**src/rtl/seq_pattern_tx.sv**
```systemverilog
// Serial pattern transmitter: sends the low L bits of a captured pattern MSB-first,
// one bit per clock, for repeat_cnt+1 frames with an optional idle gap between them.
module seq_pattern_tx #(
  parameter int PAT_W = 8,
  parameter int LEN_W = 4,
  parameter int REP_W = 4,
  parameter int GAP_W = 4
) (
  input  logic             clk,
  input  logic             rst,
  input  logic             start,
  input  logic             abort,
  input  logic [PAT_W-1:0] pattern,
  input  logic [LEN_W-1:0] pat_len,
  input  logic [REP_W-1:0] repeat_cnt,
  input  logic [GAP_W-1:0] gap_len,
  output logic             busy,
  output logic             done,
  output logic             d_out,
  output logic             d_valid,
  output logic             d_last
);

  localparam int IDX_W = (PAT_W > 1) ? $clog2(PAT_W) : 1;
  localparam logic [LEN_W-1:0] PAT_W_L = LEN_W'(PAT_W);
  localparam logic [LEN_W-1:0] ONE_L   = LEN_W'(1);

  typedef enum logic [1:0] {
    IDLE  = 2'd0,
    SHIFT = 2'd1,
    GAP   = 2'd2
  } state_t;

  state_t           state, state_n;
  logic [PAT_W-1:0] pat_q, pat_n;
  logic [LEN_W-1:0] len_q, len_n;
  logic [LEN_W-1:0] idx_q, idx_n;
  logic [REP_W-1:0] frm_q, frm_n;
  logic [GAP_W-1:0] gap_q, gap_n;
  logic [GAP_W-1:0] gcnt_q, gcnt_n;
  logic             busy_n, done_n, d_out_n, d_valid_n, d_last_n;
  logic [LEN_W-1:0] eff_len;

  // Zero or out-of-range lengths fall back to the full pattern width.
  assign eff_len = (pat_len == '0 || pat_len > PAT_W_L) ? PAT_W_L : pat_len;

  // NOTE: sequential state uses non-blocking assignments so every register
  // samples the pre-edge values computed by the combinational block.
  always_ff @(posedge clk) begin
    if (rst) begin
      state   <= IDLE;
      pat_q   <= '0;
      len_q   <= '0;
      idx_q   <= '0;
      frm_q   <= '0;
      gap_q   <= '0;
      gcnt_q  <= '0;
      busy    <= 1'b0;
      done    <= 1'b0;
      d_out   <= 1'b0;
      d_valid <= 1'b0;
      d_last  <= 1'b0;
    end else begin
      state   <= state_n;
      pat_q   <= pat_n;
      len_q   <= len_n;
      idx_q   <= idx_n;
      frm_q   <= frm_n;
      gap_q   <= gap_n;
      gcnt_q  <= gcnt_n;
      busy    <= busy_n;
      done    <= done_n;
      d_out   <= d_out_n;
      d_valid <= d_valid_n;
      d_last  <= d_last_n;
    end
  end

  // NOTE: every signal gets a default before the case statement; a path that
  // leaves one unassigned would infer a latch.
  always_comb begin
    state_n   = state;
    pat_n     = pat_q;
    len_n     = len_q;
    idx_n     = idx_q;
    frm_n     = frm_q;
    gap_n     = gap_q;
    gcnt_n    = gcnt_q;
    busy_n    = busy;
    done_n    = 1'b0;
    d_out_n   = 1'b0;
    d_valid_n = 1'b0;
    d_last_n  = 1'b0;

    unique case (state)
      IDLE: begin
        if (start && !abort) begin
          pat_n     = pattern;
          len_n     = eff_len;
          frm_n     = repeat_cnt;
          gap_n     = gap_len;
          gcnt_n    = '0;
          idx_n     = eff_len - ONE_L;
          state_n   = SHIFT;
          busy_n    = 1'b1;
          d_valid_n = 1'b1;
          d_out_n   = pattern[IDX_W'(eff_len - ONE_L)];
          d_last_n  = (eff_len == ONE_L);
        end
      end

      SHIFT: begin
        if (idx_q != '0) begin
          idx_n     = idx_q - ONE_L;
          d_valid_n = 1'b1;
          d_out_n   = pat_q[IDX_W'(idx_q - ONE_L)];
          d_last_n  = (idx_q == ONE_L);
        end else if (frm_q != '0) begin
          frm_n = frm_q - REP_W'(1);
          if (gap_q != '0) begin
            // The entry edge is the first idle cycle, so count G-1 more.
            state_n = GAP;
            gcnt_n  = gap_q - GAP_W'(1);
          end else begin
            idx_n     = len_q - ONE_L;
            d_valid_n = 1'b1;
            d_out_n   = pat_q[IDX_W'(len_q - ONE_L)];
            d_last_n  = (len_q == ONE_L);
          end
        end else begin
          state_n = IDLE;
          busy_n  = 1'b0;
          done_n  = 1'b1;
        end
      end

      GAP: begin
        if (gcnt_q != '0) begin
          gcnt_n = gcnt_q - GAP_W'(1);
        end else begin
          state_n   = SHIFT;
          idx_n     = len_q - ONE_L;
          d_valid_n = 1'b1;
          d_out_n   = pat_q[IDX_W'(len_q - ONE_L)];
          d_last_n  = (len_q == ONE_L);
        end
      end

      default: begin
        state_n = IDLE;
        busy_n  = 1'b0;
      end
    endcase

    // Abort overrides whatever the active state decided; it is a no-op in IDLE.
    if (abort && state != IDLE) begin
      state_n   = IDLE;
      busy_n    = 1'b0;
      done_n    = 1'b0;
      d_out_n   = 1'b0;
      d_valid_n = 1'b0;
      d_last_n  = 1'b0;
      idx_n     = '0;
      frm_n     = '0;
      gcnt_n    = '0;
    end
  end

endmodule

```
**config.mk**
```make
export PLATFORM = sky130hd
export DESIGN_NAME = seq_pattern_tx
export DESIGN_NICKNAME = d
export VERILOG_FILES = /design/src/rtl/seq_pattern_tx.sv
export SDC_FILE = /design/constraint.sdc
export NUM_CORES = 1
export LEC_CHECK = 0
export ABC_AREA = 1
export CAP_MARGIN = 10
export CORE_ASPECT_RATIO = 1.2
export CORE_MARGIN = 4
export CORE_UTILIZATION = 55
export CTS_BUF_LIST = sky130_fd_sc_hd__clkbuf_8
export DETAILED_ROUTE_END_ITERATION = 16
export PLACE_DENSITY = 0.84
export SLEW_MARGIN = 30
export SYNTH_ARGS = -nofsm -noshare
export SYNTH_HDL_FRONTEND = slang
export SYNTH_SLANG_ARGS = --single-unit
```
**constraint.sdc**
```tcl
create_clock -name clk -period 2.4 [get_ports clk]
set_clock_uncertainty 0.1 [all_clocks]
set_input_delay 0.36 -clock clk [delete_from_list [all_inputs] [get_ports clk]]
set_output_delay 0.36 -clock clk [all_outputs]
set_load 0.05 [all_outputs]
```
==> metrics.csv, run 1 <==
metric,value,unit
status,"complete, no violations",
synth.top_cell.area_share,0.292,
r2r_start,state[1],
fp.coreArea,4230,um^2
synth_cell_type_count,32,
yosys_most_used_dff,sky130_fd_sc_hd__dfxtp_1,
postSynthRegisterBits,35,
setup_total_negative_slack,0,ps
drv.max_cap_violation_count,0,
max-vdd-ir-drop,0.621,mV
ant_nets,0,
drtPass1Iterations,5,
avgRoutedWirePerCell,12.4,um
synthesis.instances,363,
layout-area-overhead-vs-synth,16.9,%
critPathMaxFanout,9,
cts_max_path_buffers,2,
worst_min_path_start,gap_q[0],
ys_warn_count,0,
drc_violations,0,
multiInputGateArea,1440,um^2
count_of_flip_flops_with_a_built_in_enable_after_synthesis,0,
maxSlewViolCount,0,
type_of_the_worst_min_delay_path,register to register,
antenna-diode-count,0,
detailed_place_hpwl,4.31,mm
global_route.overflow_total,0,
cts.repair_timing.setup_buffer_count,0,
grt_first_pass_wirelength,9.78,mm
grt_max_degree,21,
drt_wl_total,5.61,mm
port-buffer-count,28,
clkLatencyLatePin,290,ps
ys_top_cells_by_area,"sky130_fd_sc_hd__dfxtp_1 29%, sky130_fd_sc_hd__nand2_1 13%, sky130_fd_sc_hd__ha_1 7.3%",
io_pins,29,
cts.root.buffer_cell,sky130_fd_sc_hd__clkbuf_8,
die_height,80.4,um
pwr_density_cell,1260,nW/um^2
fillCellCount,372,
rsz0062_at_grt,no,
cts_resized,0,
timing.slew.headroom,0.672,
synth-seq-area-share,0.292,
via_count,2372,
max_slew.worst_pin.slew,491,ps
clock_tree_from_tritoncts,yes,
path_cells,ha_1 -> inv_2 -> nand2_1 -> nand2_2 -> ha_1 -> o21ai_0 -> nand2_1 -> nor2_1,
sort_of_element_at_the_end_of_the_critical_path,register,
register_area,701,um^2
timing.critical_path.required,2530,ps
floorplan.rows,26,
max_freq,522,MHz
antenna_found_initial,0,
grt.total_usage,0.232,
netlist.top_cell.by_area,sky130_fd_sc_hd__dfxtp_1,
power.leakage,1.30,nW
synth_area,2400,um^2
post_cts_hold_buffer_count,0,
die_area,5490,um^2
synth_commonest_cells,"81 x sky130_fd_sc_hd__nand2_1, 46 x sky130_fd_sc_hd__inv_1, 38 x sky130_fd_sc_hd__nor2_1, 35 x sky130_fd_sc_hd__dfxtp_1, 31 x sky130_fd_sc_hd__nand3_1",
worst-endpoint-arrival,2050,ps
htree_num_levels,2,
worst_path_max_delay_cell,sky130_fd_sc_hd__dfxtp_1,
final-setup-viol-count,0,
synth_async_sr_flop_share,0,
numClockSinks,35,
timing.critical_path.from_type,register,
period_share,0.799,
timing.setup.critical_path_class,register to register,
detail_route.iter0.violations,107,
postSynthNetCount,401,
drive_gt1_frac,0.126,
timing_hold_violations_final,0,
start_util,0.568,
vias_per_cell,5.25,
synth_most_common_cell,sky130_fd_sc_hd__nand2_1,
clkTransAtPathRegs,70,ps
vias_in_the_first_global_route,2385,
layout_min_cycle_time,1920,ps
fin_total_pwr,3.54,mW
die_wd,68.3,um
final_net_count,433,
slowest_delay,420,ps
synthesis.area_per_instance,6.61,um^2
timing.critical_path.from,state[1],
cts_made_buffers,5,
place_congestion,0.950,
power breakdown:
group	internal [mW]	switching (mW)
combinational	0.803	1.45
clock	0.195	0.214
sequential	0.747	0.132
total	1.75	1.79
sequential cells by signal, indices dropped and copies added, names as in the netlist:
register  count
pat_q         8
gcnt_q        4
frm_q         4
d_last        1
state         2
gap_q         4
len_q         4
done          1
d_out         1
busy          1
idx_q         4
d_valid       1
critical path, delay by kind of cell, from the launching register on:
family                   cells  cell delay (ps)
buffers and inverters        1              170
adder cells (fa/ha/maj)      2              680
AO/OA/AOI/OAI                1              170
flip-flops                   1              420
AND/OR/NAND/NOR              4              330
through the flow:
step / util / area [um^2] / hold WS [ps] / worst slack [ps] / instances
after CTS: 0.664 / 2810 / 375 / 501 / 452
after global routing: 0.664 / 2810 / 400 / 311 / 452
after floorplan: - / 2400 / 341 / 765 / 363
after global placement: 0.644 / 2730 / 360 / 374 / 444
after detailed placement: 0.644 / 2730 / 364 / 295 / 444
final: 0.664 / 2810 / 372 / 483 / 452
area by class of cell:
cell class | instances | area share
Clock buffer | 5 | 0.0245
Clock inverter | 3 | 0.00446
Inverter | 56 | 0.0749
Multi-Input combinational cell | 266 | 0.514
Sequential cell | 35 | 0.250
Tap cell | 56 | 0.0250
Timing Repair Buffer | 31 | 0.108
path summary, 6_finish.rpt:
path          endpoint  slack, ps  cells past startpoint
min           gap_q[0]        370                      2
max          gcnt_q[1]        480                      8
max reg2reg  gcnt_q[1]        480                      8
min reg2reg   gap_q[0]        370                      2
routing by layer:
layer  part of all wire  vias up  GRT usage
met4              0.030        0      0.117
li1                   -     1220          -
met3              0.042       18     0.0490
met5                  0        -          0
met1               0.40     1074      0.249
met2               0.53       60      0.415
cell families (layout without fill, tap and decap cells):
| logic type | Yosys count | in the layout | share of synthesized area |
|---|---|---|---|
| and+or+nand+nor | 179 | 179 | 0.355 |
| AOI/OAI and AO/OA | 69 | 69 | 0.157 |
| buffers and inverters | 62 | 95 | 0.108 |
| DFF | 35 | 35 | 0.292 |
| adders and majority gates | 14 | 14 | 0.0730 |
| xor gates and xnor gates | 3 | 3 | 0.0109 |
| muxes | 1 | 1 | 0.00417 |
cell usage in the layout (no fill, tap or decap):
master,instances
sky130_fd_sc_hd__mux2i_1,1
sky130_fd_sc_hd__clkdlybuf4s50_1,28
sky130_fd_sc_hd__nand3b_1,2
sky130_fd_sc_hd__a211oi_1,1
sky130_fd_sc_hd__o21ai_1,8
sky130_fd_sc_hd__nor2_1,38
sky130_fd_sc_hd__nor2_8,1
sky130_fd_sc_hd__nand3_2,2
sky130_fd_sc_hd__inv_2,10
sky130_fd_sc_hd__dfxtp_1,35
sky130_fd_sc_hd__nand2_1,81
sky130_fd_sc_hd__xnor2_1,2
sky130_fd_sc_hd__a21oi_2,4
sky130_fd_sc_hd__a21oi_1,30
sky130_fd_sc_hd__inv_1,48
sky130_fd_sc_hd__buf_4,3
sky130_fd_sc_hd__o211ai_1,1
sky130_fd_sc_hd__clkinv_2,1
sky130_fd_sc_hd__o22ai_1,1
sky130_fd_sc_hd__nor3_1,1
sky130_fd_sc_hd__nand2_4,5
sky130_fd_sc_hd__nand3_1,31
sky130_fd_sc_hd__nand2_2,7
sky130_fd_sc_hd__o21ai_0,21
sky130_fd_sc_hd__nor2_4,4
sky130_fd_sc_hd__o21ai_2,2
sky130_fd_sc_hd__clkbuf_8,5
sky130_fd_sc_hd__and2_2,1
sky130_fd_sc_hd__nor2_2,5
sky130_fd_sc_hd__xor2_1,1
sky130_fd_sc_hd__a41oi_1,1
sky130_fd_sc_hd__ha_1,14
sky130_fd_sc_hd__or2_1,1
(Power assumes the default switching activity.)
==> inputs of run 2 (changes only) <==
==> constraint.sdc (replaced) <==
create_clock -name clk -period 1.96 [get_ports clk]
set_clock_uncertainty 0.1 [all_clocks]
set_input_delay 0.294 -clock clk [delete_from_list [all_inputs] [get_ports clk]]
set_output_delay 0.294 -clock clk [all_outputs]
set_load 0.05 [all_outputs]
==> run 2 against run 1 <==
Compared with the run above:
- utilization rose by 2.1 points
- register-to-register slack got worse by 270 ps
- via count rose by 1.8%
- non-clock buffer count rose by 8
- critical path depth fell by 7
- sequential cell count did not move
- critical path type is now register to output port
- largest power group unchanged
==> metrics.csv, run 2 (synthesized netlist as in run 1, its figures left out) <==
metric,value,unit,change
status,"complete, no violations",,unchanged
fp.coreArea,4230,um^2,unchanged
ant_nets,0,,unchanged
multiInputGateArea,1450,um^2,was 1440 um^2
cts_resized,0,,unchanged
grt.total_usage,0.237,,was 0.232
detail_route.iter0.violations,116,,was 107
die_height,80.4,um,unchanged
drive_gt1_frac,0.153,,was 0.126
pwr_density_cell,1540,nW/um^2,was 1260 nW/um^2
start_util,0.568,,unchanged
timing.critical_path.max_delay_family,buffers and inverters,,was adder cells
layout.cells.most_common,sky130_fd_sc_hd__nand2_1,,unchanged
clkLatencyLatePin,290,ps,about the same
via_count,2414,,was 2372
global_route.overflow_total,0,,unchanged
io_pins,29,,unchanged
rsz0062_at_grt,no,,unchanged
rr_endpoint,d_last,,was gcnt_q[1]
avgRoutedWirePerCell,12.4,um,about the same
drtPass1Iterations,4,,was 5
timing.setup.critical_path_class,register to output port,,was register to register
critPathMaxFanout,2,,was 9
clkTransAtPathRegs,80,ps,was 70 ps
fin_hold_ws,378,ps,was 372 ps
worst_hold_path.endpoint,gap_q[0],,unchanged
type_of_the_worst_min_delay_path,register to register,,unchanged
fillCellCount,380,,was 372
layout_min_cycle_time,1820,ps,
maxSlewViolCount,0,,unchanged
cts.root.buffer_cell,sky130_fd_sc_hd__clkbuf_8,,unchanged
max_freq,550,MHz,
drt_wl_total,5.70,mm,was 5.61 mm
drc_violations,0,,unchanged
place_congestion,0.863,,was 0.950
final_net_count,441,,was 433
path_buf_inv,1,,unchanged
setup_total_negative_slack,0,ps,unchanged
regMostFlops,pat_q,,unchanged
path_cells,clkdlybuf4s50_1,,was ha_1 -> inv_2 -> nand2_1 -> nand2_2 -> ha_1 -> o21ai_0 -> nand2_1 -> nor2_1
period_share,0.927,,
grt_first_pass_wirelength,10.1,mm,was 9.78 mm
die_area,5490,um^2,unchanged
power.leakage,1.34,nW,was 1.30 nW
post_cts_hold_buffer_count,0,,unchanged
max_slew.worst_pin.slew,491,ps,about the same
timing_hold_violations_final,0,,unchanged
register_area,702,um^2,was 701 um^2
worst_min_path_start,gap_q[0],,unchanged
timing.critical_path.from_type,register,,unchanged
worst-r2r-setup-slack,210,ps,was 480 ps
hold_path_depth,2,,unchanged
worst_path_max_delay_cell,sky130_fd_sc_hd__clkdlybuf4s50_1,,was sky130_fd_sc_hd__dfxtp_1
floorplan.rows,26,,unchanged
port-buffer-count,28,,unchanged
layout-area-overhead-vs-synth,20.5,%,was 16.9%
final-setup-viol-count,0,,unchanged
vias_in_the_first_global_route,2377,,was 2385
clock_tree_from_tritoncts,yes,,unchanged
htree_num_levels,2,,unchanged
vias_per_cell,5.25,,about the same
timing.critical_path.required,1570,ps,was 2530 ps
antenna_found_initial,0,,unchanged
slowest_delay,800,ps,was 420 ps
antenna-diode-count,0,,unchanged
cts_made_buffers,5,,unchanged
largest_register_ffs,8,,unchanged
die_wd,68.3,um,unchanged
sort_of_element_at_the_end_of_the_critical_path,output port,,was register
worstRegToRegCells,7,,was 8
worst-endpoint-arrival,1420,ps,was 2050 ps
detailed_place_hpwl,4.47,mm,was 4.31 mm
timing.slew.headroom,0.672,,about the same
numClockSinks,35,,unchanged
r2r_start,state[1],,unchanged
grt_max_degree,20,,was 21
max-vdd-ir-drop,0.641,mV,was 0.621 mV
cts_max_path_buffers,2,,unchanged
cts.repair_timing.setup_buffer_count,0,,unchanged
highest_count_cells_in_the_layout_ignoring_fill_and_taps,"81 x sky130_fd_sc_hd__nand2_1, 47 x sky130_fd_sc_hd__inv_1, 38 x sky130_fd_sc_hd__nor2_1",,"was 81 x sky130_fd_sc_hd__nand2_1, 48 x sky130_fd_sc_hd__inv_1, 38 x sky130_fd_sc_hd__nor2_1"
drv.max_cap_violation_count,0,,unchanged
-- run 2: cell types whose count changed in the layout (fill, tap and decap cells not counted), sizes merged --
| cell | delta |
|---|---|
| clkinv | -1 |
| buf | +8 |
| clkbuf | +2 |
| inv | -1 |
-- run 2: area by class of cell --
type,count,area share
timing repair buffer,39,0.125
inverter,56,0.0735
clock buffer,7,0.0333
multi-input combinational,266,0.500
clock inverter,1,0.00130
tap,56,0.0242
sequential,35,0.243
-- run 2: metal layers --
metal  wire length (um)  part of all wire  up-vias  GRT usage
met3                259             0.045       17     0.0476
met5                  0                 0        -          0
met4                149             0.026        0     0.0974
met2               3050              0.53       73      0.432
met1               2250              0.39     1092      0.257
li1                   -                 -     1232          -
-- run 2: power breakdown --
group	switching (mW)	total, mW	internal (mW)
Combinational	1.79	2.82	1.03
Sequential	0.154	1.07	0.917
Clock	0.257	0.572	0.316
-- run 2: how the worst max path moves through the flow --
| stage | slack, ps | cells after the start | startpoint | end |
|---|---|---|---|---|
| after floorplan | 330 | 12 | state[0] | gcnt_q[2] |
| after global placement | 60 | 11 | pat_len[3] | d_out |
| after detailed placement | 10 | 11 | pat_len[3] | d_out |
| after CTS | 40 | 12 | state[0] | gcnt_q[2] |
| after global routing | 50 | 9 | state[1] | d_out |
| final | 140 | 1 | busy | busy |
-- run 2: per-stage QoR --
step | utilization | cell area, um^2 | power, mW | setup slack (ps) | instances
detailed placement | 0.659 | 2790 | 3.85 | 14.4 | 452
global placement | 0.659 | 2790 | 3.78 | 64.6 | 452
CTS | 0.682 | 2890 | 4.44 | 43.9 | 460
finish | 0.684 | 2890 | 4.46 | 142 | 460
floorplan | - | 2400 | 3.25 | 325 | 363
global route | 0.684 | 2890 | 4.92 | 50.1 | 460
==> inputs of run 3 (changes only) <==
--- a/config.mk
+++ b/config.mk
@@ -13,6 +13,7 @@
 export CTS_BUF_LIST = sky130_fd_sc_hd__clkbuf_8
 export DETAILED_ROUTE_END_ITERATION = 16
 export PLACE_DENSITY = 0.84
+export REMOVE_ABC_BUFFERS = 1
 export SLEW_MARGIN = 30
 export SYNTH_ARGS = -nofsm -noshare
 export SYNTH_HDL_FRONTEND = slang
==> run 3 against run 2 <==
Compared with the run above:
- sequential cell count is the same
- first-iteration DRC count shrank 22%
- die area is the same
- non-clock buffer count is the same
- via count shrank 2.4%
- register-to-register slack lost 40 ps
- sequential power is essentially flat
- fmax grew 0.57%
- final area is the same
- routed wire length shrank 2.5%
- critical endpoint is now done
- largest cell class unchanged
- largest power group unchanged
- highest routed layer unchanged
==> metrics.csv, run 3 (synthesized netlist as in run 1, its figures left out) <==
metric,value,unit,change
cts.root.buffer_cell,sky130_fd_sc_hd__clkbuf_8,,unchanged
placed_cells,452,,unchanged
rsz0062_at_grt,no,,unchanged
numClockSinks,35,,unchanged
die_area,5490,um^2,unchanged
via_count,2357,,was 2414
vias_per_cell,5.12,,was 5.25
timing.critical_path.from,done,,was busy
floorplan.rows,26,,unchanged
fin_hold_ws,375,ps,was 378 ps
timing.setup.critical_path_class,register to output port,,unchanged
stdcell_count,460,,unchanged
worst-r2r-setup-slack,170,ps,was 210 ps
ant_nets,0,,unchanged
global_route.overflow_total,0,,unchanged
critPathMaxFanout,1,,was 2
drtPass1Iterations,5,,was 4
drc_violations,0,,unchanged
timing.critical_path.from_type,register,,unchanged
slowest_delay,800,ps,about the same
timing.critical_path.max_delay_family,buffers and inverters,,unchanged
antenna-diode-count,0,,unchanged
sort_of_element_at_the_end_of_the_critical_path,output port,,unchanged
design_area,2890,um^2,unchanged
worst_path_max_delay_cell,sky130_fd_sc_hd__clkdlybuf4s50_1,,unchanged
period_share,0.922,,was 0.927
final_net_count,441,,unchanged
layout_min_cycle_time,1810,ps,was 1820 ps
start_util,0.568,,unchanged
final_core_util,0.684,,unchanged
path_buf_inv,1,,unchanged
status,"complete, no violations",,unchanged
place_congestion,0.821,,was 0.863
clkTransAtPathRegs,70,ps,was 80 ps
detailed_place_hpwl,4.42,mm,was 4.47 mm
htree_num_levels,2,,unchanged
power.leakage,1.34,nW,about the same
cts_made_buffers,5,,unchanged
fillCellCount,374,,was 380
die_wd,68.3,um,unchanged
largest_register_ffs,8,,unchanged
maxSlewViolCount,0,,unchanged
rr_endpoint,pat_q[7],,was d_last
pwr_density_cell,1540,nW/um^2,about the same
r2r_start,state[1],,unchanged
path_cells,clkdlybuf4s50_1,,unchanged
regMostFlops,pat_q,,unchanged
grt.total_usage,0.223,,was 0.237
drv.max_cap_violation_count,0,,unchanged
worst-endpoint-arrival,1410,ps,was 1420 ps
cts_max_path_buffers,2,,unchanged
layout-area-overhead-vs-synth,20.5,%,unchanged
fp.coreArea,4230,um^2,unchanged
endpoint,done,,was busy
port-buffer-count,28,,unchanged
path_depth,1,,unchanged
type_of_the_worst_min_delay_path,register to register,,unchanged
max_freq,553,MHz,was 550 MHz
max-vdd-ir-drop,0.738,mV,was 0.641 mV
detail_route.iter0.violations,90,,was 116
timing_hold_violations_final,0,,unchanged
timing.slew.headroom,0.670,,was 0.672
io_pins,29,,unchanged
grt_max_degree,17,,was 20
highest_count_cells_in_the_layout_ignoring_fill_and_taps,"81 x sky130_fd_sc_hd__nand2_1, 47 x sky130_fd_sc_hd__inv_1, 38 x sky130_fd_sc_hd__nor2_1",,unchanged
vias_in_the_first_global_route,2179,,was 2377
avgRoutedWirePerCell,12.1,um,was 12.4 um
grt_first_pass_wirelength,9.32,mm,was 10.1 mm
layout.cells.most_common,sky130_fd_sc_hd__nand2_1,,unchanged
placed_cell_area,2790,um^2,unchanged
die_height,80.4,um,unchanged
drive_gt1_frac,0.153,,unchanged
drt_wl_total,5.56,mm,was 5.70 mm
cts.repair_timing.setup_buffer_count,0,,unchanged
final-setup-viol-count,0,,unchanged
clkLatencyLatePin,280,ps,was 290 ps
antenna_found_initial,0,,unchanged
clock_tree_from_tritoncts,yes,,unchanged
timing.critical_path.required,1570,ps,about the same
worstRegToRegCells,7,,unchanged
max_slew.worst_pin.slew,493,ps,was 491 ps
[run 3: cell counts in the layout (fill, tap and decap cells not counted)]
Identical to the previous run, type by type.
[run 3: final cells by class]
type                    instances  area [um^2]  share of cell area
clock inverters                 1         3.75             0.00130
inverters                      56          213              0.0735
flip-flops and latches         35          702               0.243
well taps                      56         70.1              0.0242
clock buffers                   7         96.3              0.0333
repair buffers                 39          363               0.125
multi-input cells             266         1450               0.500
[run 3: per-layer routing]
layer,up-vias,global-route usage,wire (um)
met4,0,0.0557,41
met3,4,0.0392,219
met5,-,0,0
met1,1062,0.241,2270
met2,52,0.428,3020
li1,1239,-,-
[run 3: what timing repair did]
item                       CTS  global route
resized for setup            0             4
setup endpoints to repair    0             4
hold buffers                 0             0
[run 3: stage by stage]
| stage | setup slack, ps | power [mW] | TNS (ps) |
|---|---|---|---|
| 6_report | 153 | 4.44 | 0 |
| 5_1_grt | 8.42 | 4.88 | 0 |
| 4_1_cts | 54.1 | 4.43 | 0 |
| 3_5_place_dp | -11.7 | 3.86 | -11.7 |
| 3_3_place_gp | 57.5 | 3.77 | 0 |
| 2_1_floorplan | 315 | 3.21 | 0 |
[run 3: worst min path at each step]
stage / startpoint / endpoint / slack, ps / depth (start not counted)
finish: gap_q[1] / gap_q[1] / 370 / 2
global placement: gap_q[0] / gap_q[0] / 360 / 2
floorplan: gap_len[3] / gap_q[3] / 330 / 2
CTS: gap_q[1] / gap_q[1] / 370 / 2
global route: pat_q[0] / pat_q[0] / 390 / 2
detailed placement: gap_q[1] / gap_q[1] / 360 / 2
[run 3: where the power goes]
group,switching [mW],internal [mW]
combinational,1.77,1.03
sequential,0.156,0.917
clock,0.250,0.315
total,2.18,2.27
